### src/rtl/bgr_startup_ctrl_pkg.sv
// Shared types and helpers for the bandgap start-up sequencer.
// State encodings are fixed because state_o is read by debug tooling.
package bgr_ctrl_pkg;

  typedef enum logic [2:0] {
    ST_IDLE   = 3'd0,
    ST_KICK   = 3'd1,
    ST_SETTLE = 3'd2,
    ST_CHECK  = 3'd3,
    ST_READY  = 3'd4,
    ST_FAULT  = 3'd5
  } bgr_state_t;

  // Cycle counter width: enough for the longest timed state, plus one spare bit.
  function automatic int calc_cw(input int pulse, input int settle, input int timeout);
    int m;
    m = pulse;
    if (settle > m) m = settle;
    if (timeout > m) m = timeout;
    return $clog2(m) + 1;
  endfunction

endpackage

### src/rtl/bgr_startup_ctrl_sync2.sv
// Two-flop synchronizer for the asynchronous vbg_ok comparator flag.
// Both flops reset to 0 so the FSM never sees a stale "ok" after reset.
module sync2 (
  input  logic clk,
  input  logic rst,
  input  logic d,
  output logic q
);

  logic meta;

  always_ff @(posedge clk or posedge rst) begin
    if (rst) begin
      meta <= 1'b0;
      q    <= 1'b0;
    end else begin
      meta <= d;
      q    <= meta;
    end
  end

endmodule

### src/rtl/bgr_startup_ctrl.sv
// Bandgap start-up sequencer: kicks the core, waits for settling, qualifies
// the filtered vbg_ok flag and re-kicks on brown-out.
//
// state  | meaning
// IDLE   | reference off, counters and retry budget cleared
// KICK   | porst held high for PULSE_CYCLES
// SETTLE | wait SETTLE_CYCLES for the loop to settle
// CHECK  | look for OK_FILTER consecutive ok samples, bounded by CHECK_TIMEOUT
// READY  | reference qualified, watching for brown-out
// FAULT  | retry budget exhausted, held until enable drops
module bgr_startup_ctrl
  import bgr_ctrl_pkg::*;
#(
  parameter int PULSE_CYCLES  = 4,
  parameter int SETTLE_CYCLES = 8,
  parameter int OK_FILTER     = 3,
  parameter int CHECK_TIMEOUT = 16,
  parameter int MAX_RETRIES   = 2
) (
  input  logic                               clk,
  input  logic                               rst,
  input  logic                               enable,
  input  logic                               vbg_ok,
  output logic                               porst,
  output logic                               ready,
  output logic                               fault,
  output logic [$clog2(MAX_RETRIES+1)-1:0]   retry_cnt,
  output logic [2:0]                         state_o
);

  localparam int CW = calc_cw(PULSE_CYCLES, SETTLE_CYCLES, CHECK_TIMEOUT);
  localparam int FW = $clog2(OK_FILTER + 1);
  localparam int RW = $clog2(MAX_RETRIES + 1);

  localparam logic [CW-1:0] PULSE_LAST  = CW'(PULSE_CYCLES - 1);
  localparam logic [CW-1:0] SETTLE_LAST = CW'(SETTLE_CYCLES - 1);
  localparam logic [CW-1:0] CHECK_LAST  = CW'(CHECK_TIMEOUT - 1);
  localparam logic [CW-1:0] CNT_MAX     = {CW{1'b1}};
  localparam logic [FW-1:0] FILT_LAST   = FW'(OK_FILTER - 1);
  localparam logic [FW-1:0] FILT_MAX    = {FW{1'b1}};
  localparam logic [RW-1:0] RETRY_MAX   = RW'(MAX_RETRIES);

  bgr_state_t    state, state_n;
  logic [CW-1:0] cnt, cnt_n;
  logic [FW-1:0] ok_cnt, ok_cnt_n;
  logic [FW-1:0] bad_cnt, bad_cnt_n;
  logic [RW-1:0] retry_n;
  logic          ok_s;

  sync2 u_sync (
    .clk (clk),
    .rst (rst),
    .d   (vbg_ok),
    .q   (ok_s)
  );

  always_comb begin
    state_n   = state;
    ok_cnt_n  = '0;
    bad_cnt_n = '0;
    retry_n   = retry_cnt;

    case (state)
      ST_IDLE: begin
        retry_n = '0;
        if (enable) state_n = ST_KICK;
      end
      ST_KICK: begin
        if (cnt == PULSE_LAST) state_n = ST_SETTLE;
      end
      ST_SETTLE: begin
        if (cnt == SETTLE_LAST) state_n = ST_CHECK;
      end
      ST_CHECK: begin
        if (ok_s) ok_cnt_n = (ok_cnt == FILT_MAX) ? ok_cnt : ok_cnt + 1'b1;
        // Qualification takes precedence over a coincident timeout.
        if (ok_s && ok_cnt == FILT_LAST) begin
          state_n = ST_READY;
        end else if (cnt == CHECK_LAST) begin
          if (retry_cnt < RETRY_MAX) begin
            retry_n = retry_cnt + 1'b1;
            state_n = ST_KICK;
          end else begin
            state_n = ST_FAULT;
          end
        end
      end
      ST_READY: begin
        if (!ok_s) bad_cnt_n = (bad_cnt == FILT_MAX) ? bad_cnt : bad_cnt + 1'b1;
        if (!ok_s && bad_cnt == FILT_LAST) begin
          retry_n = '0;
          state_n = ST_KICK;
        end
      end
      ST_FAULT: begin
        state_n = ST_FAULT;
      end
      default: begin
        state_n = ST_IDLE;
      end
    endcase

    // Dropping enable aborts whatever is in progress, including a kick pulse.
    if (!enable && state != ST_IDLE) begin
      state_n   = ST_IDLE;
      ok_cnt_n  = '0;
      bad_cnt_n = '0;
      retry_n   = '0;
    end

    if (state_n == ST_IDLE || state_n != state) begin
      cnt_n = '0;
    end else begin
      cnt_n = (cnt == CNT_MAX) ? cnt : cnt + 1'b1;
    end
  end

  always_ff @(posedge clk or posedge rst) begin
    if (rst) begin
      state     <= ST_IDLE;
      cnt       <= '0;
      ok_cnt    <= '0;
      bad_cnt   <= '0;
      retry_cnt <= '0;
      porst     <= 1'b0;
      ready     <= 1'b0;
      fault     <= 1'b0;
    end else begin
      state     <= state_n;
      cnt       <= cnt_n;
      ok_cnt    <= ok_cnt_n;
      bad_cnt   <= bad_cnt_n;
      retry_cnt <= retry_n;
      porst     <= (state_n == ST_KICK);
      ready     <= (state_n == ST_READY);
      fault     <= (state_n == ST_FAULT);
    end
  end

  assign state_o = state;

endmodule

### config.mk
export PLATFORM = sky130hd
export DESIGN_NAME = bgr_startup_ctrl
export DESIGN_NICKNAME = d
export VERILOG_FILES = /design/src/rtl/bgr_startup_ctrl_pkg.sv /design/src/rtl/bgr_startup_ctrl_sync2.sv /design/src/rtl/bgr_startup_ctrl.sv
export SDC_FILE = /design/constraint.sdc
export NUM_CORES = 1
export LEC_CHECK = 0
export CELL_PAD_IN_SITES_DETAIL_PLACEMENT = 0
export CELL_PAD_IN_SITES_GLOBAL_PLACEMENT = 2
export CORE_MARGIN = 2
export CORE_UTILIZATION = 39
export DETAILED_ROUTE_END_ITERATION = 12
export DONT_BUFFER_PORTS = 1
export PLACE_DENSITY = 0.86
export SYNTH_ARGS = -nofsm -noshare
export SYNTH_HDL_FRONTEND = slang
export SYNTH_SLANG_ARGS = --single-unit
### constraint.sdc
create_clock -name clk -period 2.13 [get_ports clk]
set_clock_uncertainty 0.1 [all_clocks]
set_input_delay 0.5325 -clock clk [delete_from_list [all_inputs] [get_ports clk]]
set_output_delay 0.5325 -clock clk [all_outputs]
set_load 0.1 [all_outputs]
==> out/metrics.yaml, run 1 <==
dpl.hpwl_mm: 1.58
yosysMostFrequentCell: "dfrtp_1"
synth_seq_cells: 19
wirelength_mm: 2.19
grtUsageTotal: 0.140
place_congestion: 0.786
critPathRequiredTime_ps: 2210
die_area_mm2: 0.00327
wl_per_cell_um: 14.0
clock-sinks: 19
synthFlopType: "dfrtp_1"
seqCellArea_um2: 479
rows: 19
crit_type: "reg -> reg"
path_buf_inv: 0
crit_family: "compound AO/OA/AOI/OAI gates"
cap_violations: 0
ys_warn_count: 0
fp.dieW_um: 57.2
firstDrtPassIters: 4
synth_area_leaders: "dfrtp_1 43%, ha_1 7.9%, xor2_1 4.0%, nor2_1 3.7%, o21ai_0 3.2%"
cts_root_buf: "clkbuf_4"
startpoint_type: "register"
multiInputGateArea_um2: 631
drc: 0
gr-total-overflow: 0
initial_core_util: 0.404
fin_crit_ps: 2130
antennaDiodeCount: 0
outcome: "finished with violations"
path_cells: "ha_2 -> and3_4 -> ha_4 -> a21oi_2 -> o211ai_1 -> nand2_2 -> o32ai_4 -> nor3_2"
grt_pass1_wl_mm: 3.56
end_kind: "register"
pin_count: 12
synthToLayoutAreaGrowth_pct: 17.9
antenna_found_initial: 0
syn_nets: 122
seq_area_frac_synth: 0.430
hold_viol: 0
clk_latency_ps: 310
final_cell_area_mm2: 0.00130
syn_area_mm2: 0.00110
synthArstFlopShare: 1.00
cp_slowest_cell: "o32ai_4"
finalWorstSetupSlack_ps: -3.39
slew_viol_final: 0
period_share: 1.00
max_stage_delay_ps: 430
cts_buffers: 3
yosys.area.top_type_share: 0.430
fmax_mhz: 469
die_h_um: 57.2
cts.htree.levels: 1
synthTopCellsByCount: "19 x dfrtp_1, 11 x nor2_1, 7 x ha_1, 7 x inv_1, 7 x o21ai_0"
grt_max_degree: 20
synth_area_per_cell_um2: 9.95
r2r_cells: 8
synth_edf_count: 0
hp-class: "in -> async"
p_per_area_mw_per_mm2: 554
instances_no_fill: 156
worst_slew_pin_slew_ps: 718
r2r-start: "cnt[0]$_DFFE_PP0P_"
vias: 854
worst_hold_slack_ps: 113
dp_cells: 148
syn_inst: 111
cts_tree: "built"
synth_cell_types: 37
clk_pin_slew_ps: 120
fillers: 264
clock_tree.buffer_depth: 2
vdd_ir_drop_max_mv: 0.332
cp_max_fo: 5
failed_checks: "negative setup slack"
initialDrtViolationCount: 44
arrival_ps: 2210
fin_nets: 137
grt_setup_unrepaired: "true"
place_worst_setup_slack_ps: 58.0
portBuffers: 0
ant_nets: 0
r2r_slack_ps: -3
core_mm2: 0.00273
p_leak_nw: 0.607
yosysTopAreaCell: "dfrtp_1"
setup_viol: 2
grt_pass1_vias: 787
viasPerCell: 5.47
fin_util: 0.476
hold_buffers: 0
regToRegEndpoint: "cnt[1]$_DFFE_PP0P_"
relSlewSlack: 0.521
place_area_mm2: 0.00119
drive_gt1_frac: 0.280
stage by stage:
| step | total power (W) | TNS [ps] |
|---|---|---|
| detailed placement | 0.000518 | 0 |
| global route | 0.000759 | -518 |
| finish | 0.000722 | -6.39 |
| global placement | 0.000516 | 0 |
| CTS | 0.000708 | 0 |
| floorplan | 0.000494 | 0 |
power by group:
part / internal (W) / total (W) / switching [W]
sequential: 0.000374 / 0.000390 / 0.0000159
combinational: 0.0000506 / 0.000140 / 0.0000899
clock: 0.0000716 / 0.000192 / 0.000120
kinds of logic after synthesis:
group	share of synthesized area
AOI/OAI and AO/OA	0.163
xor gates and xnor gates	0.0476
adders and majority gates	0.0793
buffers and inverters	0.0419
DFF	0.430
muxes	0.00906
and+or+nand+nor	0.229
how the worst max path moves through the flow:
stage | start | end | slack [ps] | cells past startpoint
2_1_floorplan | state_o[1]$_DFF_PP0_ | retry_cnt[0]$_DFFE_PP0P_ | 100 | 6
3_3_place_gp | cnt[0]$_DFFE_PP0P_ | cnt[1]$_DFFE_PP0P_ | 120 | 8
3_5_place_dp | cnt[0]$_DFFE_PP0P_ | cnt[0]$_DFFE_PP0P_ | 60 | 8
4_1_cts | cnt[0]$_DFFE_PP0P_ | cnt[0]$_DFFE_PP0P_ | 40 | 8
5_1_grt | cnt[0]$_DFFE_PP0P_ | cnt[1]$_DFFE_PP0P_ | -120 | 8
6_report | cnt[0]$_DFFE_PP0P_ | cnt[1]$_DFFE_PP0P_ | -3 | 8
worst register-to-register path, delay by kind of cell (launching register included):
family                   cells  cell delay, ps
AO/OA/AOI/OAI                3             750
AND/OR/NAND/NOR              3             410
flip-flops                   1             410
adder cells (fa/ha/maj)      2             350
repair_timing:
action / in CTS / in global routing
resized for setup: 0 / 11
endpoints found under the setup margin: 0 / 5
setup buffers: 0 / 4
sequential cells by signal, summed over array words and instances, names as in the netlist:
| name | count |
|---|---|
| bad_cnt | 2 |
| cnt | 5 |
| fault | 1 |
| ok_cnt | 2 |
| porst | 1 |
| ready | 1 |
| retry_cnt | 2 |
| state_o | 3 |
| u_sync.meta | 1 |
| u_sync.q | 1 |
cell type report:
class                           instances  share of cell area
Multi-Input combinational cell         82               0.484
Sequential cell                        19               0.368
Timing Repair Buffer                   13              0.0749
Tap cell                               31              0.0298
Inverter                                7              0.0202
Clock buffer                            3              0.0173
Clock inverter                          1             0.00576
placed cells by master, fill, tap and decap left out, types with 2 or more instances in the layout:
cell type	n
a21oi_1	4
and2b_1	2
and3b_1	2
buf_4	13
clkbuf_4	3
dfrtp_1	16
dfrtp_2	3
ha_1	5
inv_1	7
nand2_1	6
nand4_1	2
nand4b_1	2
nor2_1	11
nor2b_1	5
nor3_2	5
o21a_1	2
o21ai_0	6
xor2_1	5
layer usage:
layer | part of all wire | vias to the layer above | wire length [um] | global-route usage
met5 | 0 | - | 0 | 0
met4 | 0.012 | 0 | 27 | 0.0399
met3 | 0.026 | 4 | 57 | 0.0340
met2 | 0.49 | 11 | 1060 | 0.227
met1 | 0.48 | 417 | 1040 | 0.188
li1 | - | 422 | - | -
No activity file was read; power rests on OpenSTA's default activity.
==> inputs of run 2 (changes only) <==
--- a/config.mk
+++ b/config.mk
@@ -5,13 +5,15 @@
 export SDC_FILE = /design/constraint.sdc
 export NUM_CORES = 1
 export LEC_CHECK = 0
+export ABC_AREA = 1
 export CELL_PAD_IN_SITES_DETAIL_PLACEMENT = 0
 export CELL_PAD_IN_SITES_GLOBAL_PLACEMENT = 2
 export CORE_MARGIN = 2
-export CORE_UTILIZATION = 39
+export CORE_UTILIZATION = 36
 export DETAILED_ROUTE_END_ITERATION = 12
 export DONT_BUFFER_PORTS = 1
-export PLACE_DENSITY = 0.86
+export PLACE_DENSITY = 0.87
+export SETUP_SLACK_MARGIN = 0.15
 export SYNTH_ARGS = -nofsm -noshare
 export SYNTH_HDL_FRONTEND = slang
 export SYNTH_SLANG_ARGS = --single-unit
==> out/metrics.yaml, run 2 <==
synth_seq_cells: 19
cpMostUsedCell: "nand2_2"
fin_nets: 167
fmax_mhz: 523
cts_root_buf: "clkbuf_4"
clock-sinks: 19
setup_viol: 0
grt_max_degree: 20
slew_viol_final: 0
core_mm2: 0.00298
seq_area_frac_synth: 0.434
synthArstFlopShare: 1.00
cap_violations: 0
top_register: "cnt"
path_cells: "ha_4 -> nand2_4 -> nor2_4 -> ha_2 -> inv_2 -> nand2_1 -> nand3_1 -> nand2_1 -> nand3_2 -> nand2_2 -> nand2_2 -> nand3_2 -> nor2_2 -> nand2_2 -> nor2_1"
crit_cells: 15
place_congestion: 0.731
relSlewSlack: 0.511
antennaDiodeCount: 0
startpoint_type: "register"
crit_type: "reg -> reg"
mostFrequentLayoutCell: "nand2_1"
synth_area_per_cell_um2: 7.88
vdd_ir_drop_max_mv: 0.334
fin_crit_ps: 1910
vias: 897
grtUsageTotal: 0.134
largest_reg_flops: 5
end_kind: "register"
hold_viol: 0
worst_hold_slack_ps: 135
arrival_ps: 2040
yosys.area.top_type_share: 0.434
p_leak_nw: 0.713
critPathRequiredTime_ps: 2250
finalSetupTns_ps: 0
gr-total-overflow: 0
syn_inst: 139
initialDrtViolationCount: 32
antenna_found_initial: 0
initial_core_util: 0.368
syn_area_mm2: 0.00109
p_per_area_mw_per_mm2: 1180
synth_cell_types: 22
grt_pass1_vias: 848
outcome: "completed"
firstDrtPassIters: 4
final_cell_mix: "26 x nand2_1, 23 x nor2_1, 22 x inv_1, 16 x dfrtp_1, 13 x buf_4"
max_stage_delay_ps: 430
fp.dieW_um: 59.1
synthTopCellsByCount: "29 x nand2_1, 24 x nor2_1, 23 x inv_1"
syn_nets: 150
drc: 0
cts_tree: "built"
hp-class: "in -> async"
clk_pin_slew_ps: 110
synth_area_leaders: "dfrtp_1 43%, nand2_1 9.9%, nor2_1 8.2%, ha_1 8.0%, inv_1 7.9%"
ys_warn_count: 0
crit_family: "simple AND/OR/NAND/NOR gates"
yosysMostFrequentCell: "nand2_1"
ant_nets: 0
period_share: 0.898
path_buf_inv: 1
die_area_mm2: 0.00350
synthFlopType: "dfrtp_1"
wl_per_cell_um: 11.5
grt_pass1_wl_mm: 3.54
cts_buffers: 3
rows: 20
grt_setup_unrepaired: "false"
clock_tree.buffer_depth: 2
die_h_um: 59.1
drive_gt1_frac: 0.239
viasPerCell: 4.77
clk_latency_ps: 290
portBuffers: 0
synthToLayoutAreaGrowth_pct: 19.3
r2r_cells: 15
worst_slew_pin_slew_ps: 733
pin_count: 12
dpl.hpwl_mm: 1.52
cts.htree.levels: 1
cp_max_fo: 5
cp_slowest_cell: "dfrtp_1"
yosysTopAreaCell: "dfrtp_1"
wirelength_mm: 2.16
synth_edf_count: 0
==> run 2: cell types whose count changed after synthesis, moves of 3 or more <==
cell | previous run | this run
nand2_1 | 6 | 29
inv_1 | 7 | 23
nor2_1 | 11 | 24
nand3_1 | 0 | 12
o21ai_0 | 7 | 1
nor2b_1 | 5 | 0
nor3_1 | 6 | 1
a21oi_1 | 5 | 2
nor2_2 | 0 | 3
==> run 2: what timing repair did <==
action	4_1_cts	5_1_grt
pin swaps	2	6
endpoints found under the setup margin	5	5
hold endpoints to repair	0	0
buffers inserted	3	2
resized for setup	4	9
hold buffers	0	0
==> run 2: cell type report <==
class                      instances  area [um2]
fill                             304        1670
multi-input combinational         95         572
clock buffer                       4        26.3
timing repair buffer              13        97.6
tap                               33        41.3
inverter                          24        90.1
sequential                        19         479
==> run 2: cell families after synthesis <==
logic type      after synthesis  share of synthesized area
buf+inv                      25                     0.0891
xor+xnor                      5                     0.0400
simple gates                 74                      0.290
compound gates                8                     0.0572
mux                           1                    0.00914
fa+ha+maj                     7                     0.0800
flops                        19                      0.434
==> run 2: power by group <==
part	leakage, nW	internal (W)	switching [W]
Sequential	0.250	0.000424	0.0000740
Combinational	0.448	0.000239	0.000626
Clock	0.0150	0.0000728	0.000105
==> run 2: worst paths after layout <==
| check | startpoint | endpoint | slack [ps] |
|---|---|---|---|
| min in group clk | vbg_ok | u_sync.meta$_DFF_PP0_ | 150 |
| setup / recovery | cnt[0]$_DFFE_PP0P_ | cnt[0]$_DFFE_PP0P_ | 220 |
| max in group asynchronous | rst | state_o[0]$_DFF_PP0_ | 1280 |
| hold / removal | rst | u_sync.meta$_DFF_PP0_ | 130 |
| hold reg to reg | u_sync.meta$_DFF_PP0_ | u_sync.q$_DFF_PP0_ | 260 |
| setup reg to reg | cnt[0]$_DFFE_PP0P_ | cnt[0]$_DFFE_PP0P_ | 220 |
==> run 2: through the flow <==
| step | cell area [um2] | setup WS [ps] | utilization | instances | total power [W] |
|---|---|---|---|---|---|
| floorplan | 1100 | 253 | - | 139 | 0.00115 |
| global placement | 1190 | 75.2 | 0.400 | 179 | 0.00131 |
| detailed placement | 1190 | 44.9 | 0.400 | 179 | 0.00130 |
| CTS | 1260 | 173 | 0.423 | 186 | 0.00152 |
| global route | 1310 | 125 | 0.439 | 188 | 0.00164 |
| finish | 1310 | 217 | 0.439 | 188 | 0.00154 |
==> run 2: per-layer routing <==
layer,global-route usage,part of all wire
met1,0.168,0.47
met2,0.221,0.49
met3,0.0284,0.025
met4,0.0584,0.013
met5,0,0
==> inputs of run 3 (changes only) <==
--- a/config.mk
+++ b/config.mk
@@ -12,8 +12,9 @@
 export CORE_UTILIZATION = 36
 export DETAILED_ROUTE_END_ITERATION = 12
 export DONT_BUFFER_PORTS = 1
-export PLACE_DENSITY = 0.87
+export PLACE_DENSITY = 0.86
 export SETUP_SLACK_MARGIN = 0.15
 export SYNTH_ARGS = -nofsm -noshare
 export SYNTH_HDL_FRONTEND = slang
+export SYNTH_HIERARCHICAL = 1
 export SYNTH_SLANG_ARGS = --single-unit
==> out/metrics.yaml, run 3 <==
ant_nets: 0
final_cell_mix: "24 x nand2_1, 17 x buf_4, 16 x dfrtp_1, 15 x nor2_1, 14 x inv_1"
clock-sinks: 19
setup_viol: 0
grt_pass1_wl_mm: 3.76
synth_area_leaders: "dfrtp_1 42%, nand2_1 8.7%, ha_1 7.8%, inv_1 5.3%, nor2_1 5.3%"
top_register: "cnt"
clock_tree.buffer_depth: 2
fin_util: 0.460
initialDrtViolationCount: 28
max_stage_delay_ps: 370
critPathRequiredTime_ps: 2260
fillers: 296
fp.dieW_um: 59.9
grt_max_degree: 18
cts_tree: "built"
viasPerCell: 4.71
startpoint: "cnt[1]$_DFFE_PP0P_"
pin_count: 12
outcome: "completed"
end_kind: "register"
drc: 0
period_share: 0.940
antennaDiodeCount: 0
cts_root_buf: "clkbuf_4"
synthFlopType: "dfrtp_1"
largest_reg_flops: 5
grt_setup_unrepaired: "true"
cp_max_fo: 3
finalWorstSetupSlack_ps: 129
cp_slowest_cell: "dfrtp_1"
hp-class: "in -> async"
portBuffers: 0
grtUsageTotal: 0.141
yosysMostFrequentCell: "nand2_1"
r2r_slack_ps: 130
grt_pass1_vias: 859
relSlewSlack: 0.542
p_per_area_mw_per_mm2: 1170
mostFrequentLayoutCell: "nand2_1"
wirelength_mm: 2.38
syn_nets: 148
gr-total-overflow: 0
yosysTopAreaCell: "dfrtp_1"
firstDrtPassIters: 4
worst_slew_pin_slew_ps: 687
die_h_um: 59.9
cap_violations: 0
synth_cell_types: 21
syn_inst: 137
fmax_mhz: 500
wl_per_cell_um: 12.4
place_worst_setup_slack_ps: 84.4
rows: 20
clk_latency_ps: 290
seq_area_frac_synth: 0.423
initial_core_util: 0.375
hold_viol: 0
synthTopCellsByCount: "26 x nand2_1, 19 x dfrtp_1, 16 x inv_1, 16 x nor2_1"
ys_warn_count: 6
multiInputGateArea_um2: 624
arrival_ps: 2130
drive_gt1_frac: 0.367
vias: 900
core_mm2: 0.00300
slew_viol_final: 0
synthArstFlopShare: 1.00
fin_nets: 170
synthToLayoutAreaGrowth_pct: 22.8
yosys.area.top_type_share: 0.423
startpoint_type: "register"
fin_crit_ps: 2000
worst_hold_slack_ps: 114
synth_seq_cells: 19
path_cells: "ha_2 -> inv_2 -> nor3_4 -> ha_2 -> inv_2 -> nor2_2 -> nand2_1 -> nor2_1 -> o21ai_2 -> nand2_1 -> nand2_2 -> xor2_1 -> a21oi_1"
synth_edf_count: 0
cts.htree.levels: 1
r2r-start: "cnt[1]$_DFFE_PP0P_"
syn_area_mm2: 0.00112
antenna_found_initial: 0
place_congestion: 0.758
crit_type: "reg -> reg"
synth_area_per_cell_um2: 8.21
seqCellArea_um2: 479
clk_pin_slew_ps: 110
die_area_mm2: 0.00359
cts_buffers: 3
dpl.hpwl_mm: 1.69
p_leak_nw: 0.730
vdd_ir_drop_max_mv: 0.387
## run 3: cell count changes after synthesis, moves of 2 or more
cell     previous run  this run
inv_2               1         3
nand2_2             2         9
nand2_1            29        26
nor2_2              3         8
nor3_1              1         4
nand3_1            12         9
nor2_1             24        16
inv_1              23        16
## run 3: layer usage
metal  track usage  up-vias  part of all wire
met4        0.0667        0            0.0080
met3        0.0195        2             0.027
li1              -      467                 -
met1         0.190      423              0.46
met5             0        -                 0
met2         0.224        8              0.50
## run 3: logic make-up (layout without fill, tap and decap cells)
group,after synthesis,after routing,synth area share
buffers and inverters,20,41,0.0734
xor gates and xnor gates,6,6,0.0467
muxes,1,1,0.00890
and+or+nand+nor,78,78,0.338
adders and majority gates,7,7,0.0779
DFF,19,19,0.423
AOI/OAI and AO/OA,6,6,0.0323
## run 3: final timing paths
path / cells after the start / end
max: 13 / retry_cnt[1]$_DFFE_PP0P_
min: 1 / cnt[1]$_DFFE_PP0P_
max reg2reg: 13 / retry_cnt[1]$_DFFE_PP0P_
min reg2reg: 0 / u_sync/q$_DFF_PP0_
max in group asynchronous: 1 / state_o[0]$_DFF_PP0_
min in group clk: 0 / u_sync/meta$_DFF_PP0_
## run 3: area by class of cell
type	instances	share of cell area
Inverter	19	0.0516
Sequential cell	19	0.347
Tap cell	33	0.0299
Clock inverter	1	0.00362
Timing Repair Buffer	18	0.0996
Multi-Input combinational cell	98	0.452
Clock buffer	3	0.0163
## run 3: report_power, final
group          internal, W  switching, W  total, W  leakage (nW)
Clock            0.0000698      0.000114  0.000184        0.0177
Combinational     0.000279      0.000673  0.000952         0.462
Sequential        0.000419     0.0000652  0.000484         0.250
Total             0.000769      0.000852   0.00162         0.730
## run 3: per-stage QoR
stage | setup TNS [ps] | instances | cell area, um2 | power, W
floorplan | 0 | 137 | 1130 | 0.00118
global placement | 0 | 178 | 1230 | 0.00131
detailed placement | 0 | 178 | 1230 | 0.00131
CTS | 0 | 185 | 1290 | 0.00152
global route | -22.9 | 191 | 1380 | 0.00174
finish | 0 | 191 | 1380 | 0.00162
## run 3: timing repair
item / in CTS / in global routing
pin swaps: 1 / 9
endpoints found under the setup margin: 6 / 7
hold buffers: 1 / 0
hold endpoints to repair: 2 / 0
resized for setup: 2 / 14
buffers inserted: 2 / 6
## run 3: worst max-delay path: cells and delay by family (launching register included)
family,cells,cell delay [ps]
buffers and inverters,2,100
DFF,1,370
and+or+nand+nor,6,600
AOI/OAI and AO/OA,2,200
xor gates and xnor gates,1,150
adders and majority gates,2,410
